<file path="src/rtl/imem_loader.sv">
// imem_loader: writer side of the CPU instruction RAM.
// Receives a byte stream (valid/ready), assembles little-endian 32-bit words,
// drives one RAM write port and holds the CPU in reset until a complete frame
// has been loaded.
// Frame: CNT_LO, CNT_HI (word count N), 4*N data bytes, [checksum byte].
// Optional feature: define IMEM_LOADER_CHECKSUM_EN to require a trailing
// XOR-of-data-bytes checksum before the CPU is released.
module imem_loader #(
  parameter int unsigned ADDR_W = 12
) (
  input  logic              clk,
  input  logic              rst_n,
  input  logic              start,
  input  logic              in_valid,
  input  logic [7:0]        in_data,
  output logic              in_ready,
  output logic              mem_we,
  output logic [ADDR_W-1:0] mem_addr,
  output logic [31:0]       mem_wdata,
  output logic              cpu_rst_n,
  output logic              busy,
  output logic              done,
  output logic              error
);

  // Word index is one bit wider than a 16-bit count so N == 2**ADDR_W fits.
  localparam int unsigned IDX_W     = 17;
  localparam logic [IDX_W-1:0] MAX_WORDS = 17'd1 << ADDR_W;

`ifdef IMEM_LOADER_CHECKSUM_EN
  typedef enum logic [2:0] {
    S_IDLE, S_CNT_LO, S_CNT_HI, S_DATA, S_CHECK, S_FINISH, S_ERROR
  } state_t;
  localparam state_t S_TAIL = S_CHECK;
`else
  typedef enum logic [2:0] {
    S_IDLE, S_CNT_LO, S_CNT_HI, S_DATA, S_FINISH, S_ERROR
  } state_t;
  localparam state_t S_TAIL = S_FINISH;
`endif

  state_t state, state_nxt;

  logic [15:0]      count;
  logic [15:0]      cnt_full;
  logic [IDX_W-1:0] word_idx;
  logic [1:0]       byte_idx;
  logic [23:0]      wbuf;
  logic             xfer;
  logic             last_word;
`ifdef IMEM_LOADER_CHECKSUM_EN
  logic [7:0]       cksum;
`endif

  assign xfer      = in_valid && in_ready;
  // Count decision in CNT_HI uses the byte being transferred, not the register.
  assign cnt_full  = {in_data, count[7:0]};
  assign last_word = (word_idx + 17'd1) == {1'b0, count};

  // State register.
  always_ff @(posedge clk or negedge rst_n) begin
    if (!rst_n) state <= S_IDLE;
    else        state <= state_nxt;
  end

  // Next-state decode and handshake ready.
  always_comb begin
    state_nxt = state;
    in_ready  = 1'b0;
    unique case (state)
      S_IDLE: begin
        if (start) state_nxt = S_CNT_LO;
      end
      S_CNT_LO: begin
        in_ready = 1'b1;
        if (xfer) state_nxt = S_CNT_HI;
      end
      S_CNT_HI: begin
        in_ready = 1'b1;
        if (xfer) begin
          if (cnt_full == 16'd0)                   state_nxt = S_TAIL;
          else if ({1'b0, cnt_full} > MAX_WORDS)   state_nxt = S_ERROR;
          else                                     state_nxt = S_DATA;
        end
      end
      S_DATA: begin
        in_ready = 1'b1;
        if (xfer && byte_idx == 2'd3 && last_word) state_nxt = S_TAIL;
      end
`ifdef IMEM_LOADER_CHECKSUM_EN
      S_CHECK: begin
        in_ready = 1'b1;
        if (xfer) state_nxt = (in_data == cksum) ? S_FINISH : S_ERROR;
      end
`endif
      S_FINISH: state_nxt = S_IDLE;
      S_ERROR:  state_nxt = S_IDLE;
      default:  state_nxt = S_IDLE;
    endcase
  end

  // Datapath: count capture, word assembly, RAM write pulse and status flags.
  always_ff @(posedge clk or negedge rst_n) begin
    if (!rst_n) begin
      mem_we    <= 1'b0;
      mem_addr  <= '0;
      mem_wdata <= '0;
      cpu_rst_n <= 1'b0;
      busy      <= 1'b0;
      done      <= 1'b0;
      error     <= 1'b0;
      count     <= '0;
      word_idx  <= '0;
      byte_idx  <= '0;
      wbuf      <= '0;
`ifdef IMEM_LOADER_CHECKSUM_EN
      cksum     <= '0;
`endif
    end else begin
      mem_we <= 1'b0;
      unique case (state)
        S_IDLE: begin
          if (start) begin
            busy      <= 1'b1;
            cpu_rst_n <= 1'b0;
            done      <= 1'b0;
            error     <= 1'b0;
            word_idx  <= '0;
            byte_idx  <= '0;
`ifdef IMEM_LOADER_CHECKSUM_EN
            cksum     <= '0;
`endif
          end
        end
        S_CNT_LO: begin
          if (xfer) count[7:0] <= in_data;
        end
        S_CNT_HI: begin
          if (xfer) begin
            count[15:8] <= in_data;
            byte_idx    <= '0;
          end
        end
        S_DATA: begin
          if (xfer) begin
            byte_idx <= byte_idx + 2'd1;
`ifdef IMEM_LOADER_CHECKSUM_EN
            cksum    <= cksum ^ in_data;
`endif
            case (byte_idx)
              2'd0: wbuf[7:0]   <= in_data;
              2'd1: wbuf[15:8]  <= in_data;
              2'd2: wbuf[23:16] <= in_data;
              default: begin
                mem_we    <= 1'b1;
                mem_addr  <= word_idx[ADDR_W-1:0];
                mem_wdata <= {in_data, wbuf};
                word_idx  <= word_idx + 17'd1;
              end
            endcase
          end
        end
        S_FINISH: begin
          done      <= 1'b1;
          busy      <= 1'b0;
          cpu_rst_n <= 1'b1;
        end
        S_ERROR: begin
          error     <= 1'b1;
          busy      <= 1'b0;
          cpu_rst_n <= 1'b0;
        end
        default: ;
      endcase
    end
  end

endmodule

</file>
<file path="config.mk">
export PLATFORM = sky130hd
export DESIGN_NAME = imem_loader
export DESIGN_NICKNAME = d
export VERILOG_FILES = /design/src/rtl/imem_loader.sv
export SDC_FILE = /design/constraint.sdc
export NUM_CORES = 1
export LEC_CHECK = 0
export BUFFER_PORTS_ARGS = -buffer_cell sky130_fd_sc_hd__buf_2
export CAP_MARGIN = 10
export CELL_PAD_IN_SITES_DETAIL_PLACEMENT = 1
export CELL_PAD_IN_SITES_GLOBAL_PLACEMENT = 2
export CORE_AREA = 2 2 113 115
export CTS_BUF_LIST = sky130_fd_sc_hd__clkbuf_4 sky130_fd_sc_hd__clkbuf_8
export DETAILED_ROUTE_END_ITERATION = 10
export DIE_AREA = 0 0 115 117
export PLACE_DENSITY = 0.95
export SYNTH_ARGS = -nofsm -noshare
export SYNTH_HDL_FRONTEND = slang
export SYNTH_SLANG_ARGS = --single-unit
</file>
<file path="constraint.sdc">
create_clock -name clk -period 4.8 [get_ports clk]
set_input_delay 0.48 -clock clk [delete_from_list [all_inputs] [get_ports clk]]
set_output_delay 0.48 -clock clk [all_outputs]
set_load 0.01 [all_outputs]
</file>
==> impl_metrics.env <==
export IMPL_gr_total_overflow=0
export IMPL_fillCellCount=1391
export IMPL_viasPerCell=5.455
export IMPL_finClkSkew_ns=0.01409
export IMPL_htreeDepth=3
export IMPL_slew_headroom_pct=35.21
export IMPL_synth_edff_count=0
export IMPL_power_frac_comb_pct=26.8
export IMPL_wl_microns=12890
export IMPL_r2r_cells=6
export IMPL_synth_seq_area_share_pct=54.77
export IMPL_cts_hold_buffers_added=0
export IMPL_final_nets=569
export IMPL_min_period_over_period_pct=55.76
export IMPL_worst_pin_slew_ns=0.9718
export IMPL_dr_pass1_iters=4
export IMPL_leakagePower_uw=0.002879
export IMPL_cp_max_fo=13
export IMPL_cp_end_kind="flop"
export IMPL_cts_made_buffers=9
export IMPL_area_delta_synth_final_pct=12.53
export IMPL_syn_area_sq_mm=0.005071
export IMPL_drt_iter0_markers=130
export IMPL_num_rows=41
export IMPL_core_area_sq_mm=0.01231
export IMPL_ir_drop_mv=0.1671
export IMPL_synth_ff_type="dfrtp_1"
export IMPL_clockPowerShare_pct=21.7
export IMPL_clock_latency_ns=0.39
export IMPL_die_area_sq_mm=0.01346
export IMPL_critical_path_class="flop to flop"
export IMPL_reg2reg_to="state[0]"
export IMPL_cap_violations=0
export IMPL_final_hold_viol_count=0
export IMPL_critPathLaunchType="flop"
export IMPL_track_usage_pct=20.59
export IMPL_initial_core_util_pct=41.19
export IMPL_drcViolationCount=0
export IMPL_holdCritPathClass="primary input to async pin"
export IMPL_synth_top_area_share_pct=54.77
export IMPL_die_y_microns=117
export IMPL_power_switching_uw=888.6
export IMPL_grt_pass1_wl_microns=21370
export IMPL_yosysWarningCount=0
export IMPL_crit_path_start="word_idx[2]"
export IMPL_n_antenna_cell=0
export IMPL_tritoncts="done"
export IMPL_clk_path_buf_depth=2
export IMPL_rsz0062_at_grt="false"
export IMPL_ys_seq_elements=111
export IMPL_synth_area_leader_cell="dfrtp_1"
export IMPL_wire_per_inst_microns=18.26
export IMPL_gp_congestion=0.8469
export IMPL_min_period_ns=2.676
export IMPL_grt_max_degree=76
export IMPL_syn_inst=497
export IMPL_max_freq_ghz=0.3736
export IMPL_synth_area_leaders="dfrtp_1 (55%), nand2_1 (12%), mux2_2 (9.1%)"
export IMPL_drive_gt1_share_pct=23.74
export IMPL_die_w_microns=115
export IMPL_outcome="finished, final reports clean"
export IMPL_cts_sinks=111
export IMPL_drv_slew=0
export IMPL_post_cts_resized=0
export IMPL_detailed_place_hpwl_microns=8824
export IMPL_r2r_start="word_idx[2]"
export IMPL_rrSetupSlack_ns=2.12
export IMPL_grt_pass1_vias=4082
export IMPL_antenna_found_initial=0
export IMPL_synth_avg_cell_area_sq_um=10.20
export IMPL_antenna_left=0
export IMPL_worstPathArrival_ns=2.92
export IMPL_cts_root_buf="clkbuf_8"
export IMPL_vias=3851
export IMPL_pwr_density_cell_mw_per_mm2=453.4
export IMPL_setup_tns_ns=0
export IMPL_clkTransAtPathRegs_ns=0.12
export IMPL_post_cts_setup_buffers=0
export IMPL_power_uw=2587
export IMPL_ys_types=52
export IMPL_switching_share_pct=34.34
export IMPL_seq_area_sq_mm=0.002778
export IMPL_synth_fp_nets=515
export IMPL_cp_required_ns=5.05
export IMPL_io_pins=62
export IMPL_async_flop_share_pct=100.0
export IMPL_p_int_uw=1699
export IMPL_io_buffers=61
export IMPL_setup_viol=0
export IMPL_power_frac_seq_pct=51.5
export IMPL_multi_input_area_sq_mm=0.002177
==> critical path: stages, from the launching register on <==
cell and delay, ns:
dfrtp_1 0.55, nand3_1 0.50, nor3_4 0.46, xnor2_1 0.13, a2111o_1 0.37, nor4b_2 0.40, a211oi_1 0.13
==> worst max-delay path by stage <==
stage / end / slack, ns / cells past startpoint
global placement: state[0] / 2.32 / 6
global route: state[0] / 1.94 / 6
finish: state[0] / 2.12 / 6
floorplan: state[0] / 2.58 / 7
detailed placement: state[0] / 2.16 / 6
CTS: state[0] / 2.12 / 6
==> layout make-up <==
class                           instances  area share, %
Clock buffer                            9          2.171
Sequential cell                       111          48.67
Tap cell                              150          3.289
Clock inverter                          7          1.272
Inverter                                8         0.5262
Timing Repair Buffer                   65          5.920
Multi-Input combinational cell        356          38.15
==> stage by stage <==
step	cell area (sq um)	util, %	hold WS, ns	cells	worst slack [ns]
floorplan	5071	-	0.1844	497	2.579
global placement	5510	44.76	0.4453	690	2.319
detailed placement	5510	44.76	0.4560	690	2.163
CTS	5707	46.35	0.2658	706	2.119
global route	5707	46.35	0.2993	706	1.945
finish	5707	46.35	0.2320	706	2.124
==> state kept, by name (all words and copies together), names as in the netlist <==
name       count
mem_we         1
cpu_rst_n      1
mem_wdata     32
word_idx      17
count         16
busy           1
state          3
mem_addr      12
wbuf          24
byte_idx       2
error          1
done           1
==> kinds of logic after synthesis <==
group / Yosys count / share of synthesized area [%]
fa+ha+maj: 6 / 1.480
simple gates: 224 / 20.36
compound gates: 64 / 8.217
flops: 111 / 54.77
mux: 41 / 9.104
xor+xnor: 21 / 3.627
buf+inv: 30 / 2.443
==> power by group through the flow <==
stage	sequential, uW	clock (uW)	combinational [uW]
6_report	1330	561	694
2_1_floorplan	1320	0	467
4_1_cts	1330	582	704
3_3_place_gp	1330	0	659
3_5_place_dp	1350	0	700
5_1_grt	1370	618	767
==> synth_stat cells, drive strengths merged (2+ instances only) <==
cell type and number:
dfrtp 111, nand2 160, nor3 4, ha 6
or3 2, a22o 5, inv 7, nor4b 2
a21oi 11, xnor2 14, clkbuf 15, xor2 7
o31ai 8, nand4 8, a31o 2, nand3 8
and3 3, nor2b 6, o21ai 22, nor4 9
buf 7, nor2 14, mux2 41, o22ai 2
o211ai 2
==> layer usage <==
layer  track usage [%]  vias up  wire length [microns]
li1                  -     1801                      -
met1             27.42     1954                   5863
met2             34.31       72                   6294
met3             3.296       24                    403
met4             7.550        0                    332
met5                 0        -                      0
==> layout by cell type, fill, tap and decap left out, types with 3 or more instances in the layout <==
master,instances
inv_1,7
buf_2,60
mux2_2,41
and3_1,3
ha_1,6
a21oi_1,11
xnor2_1,14
nand2_1,159
nor4_1,8
nor2b_1,6
clkbuf_8,9
buf_4,5
a22o_1,5
inv_8,3
nand3_1,8
dfrtp_1,111
nor2_1,14
xor2_1,7
o21ai_0,22
nand4_1,6
o31ai_1,8
No activity file was read; power rests on OpenSTA's default activity.
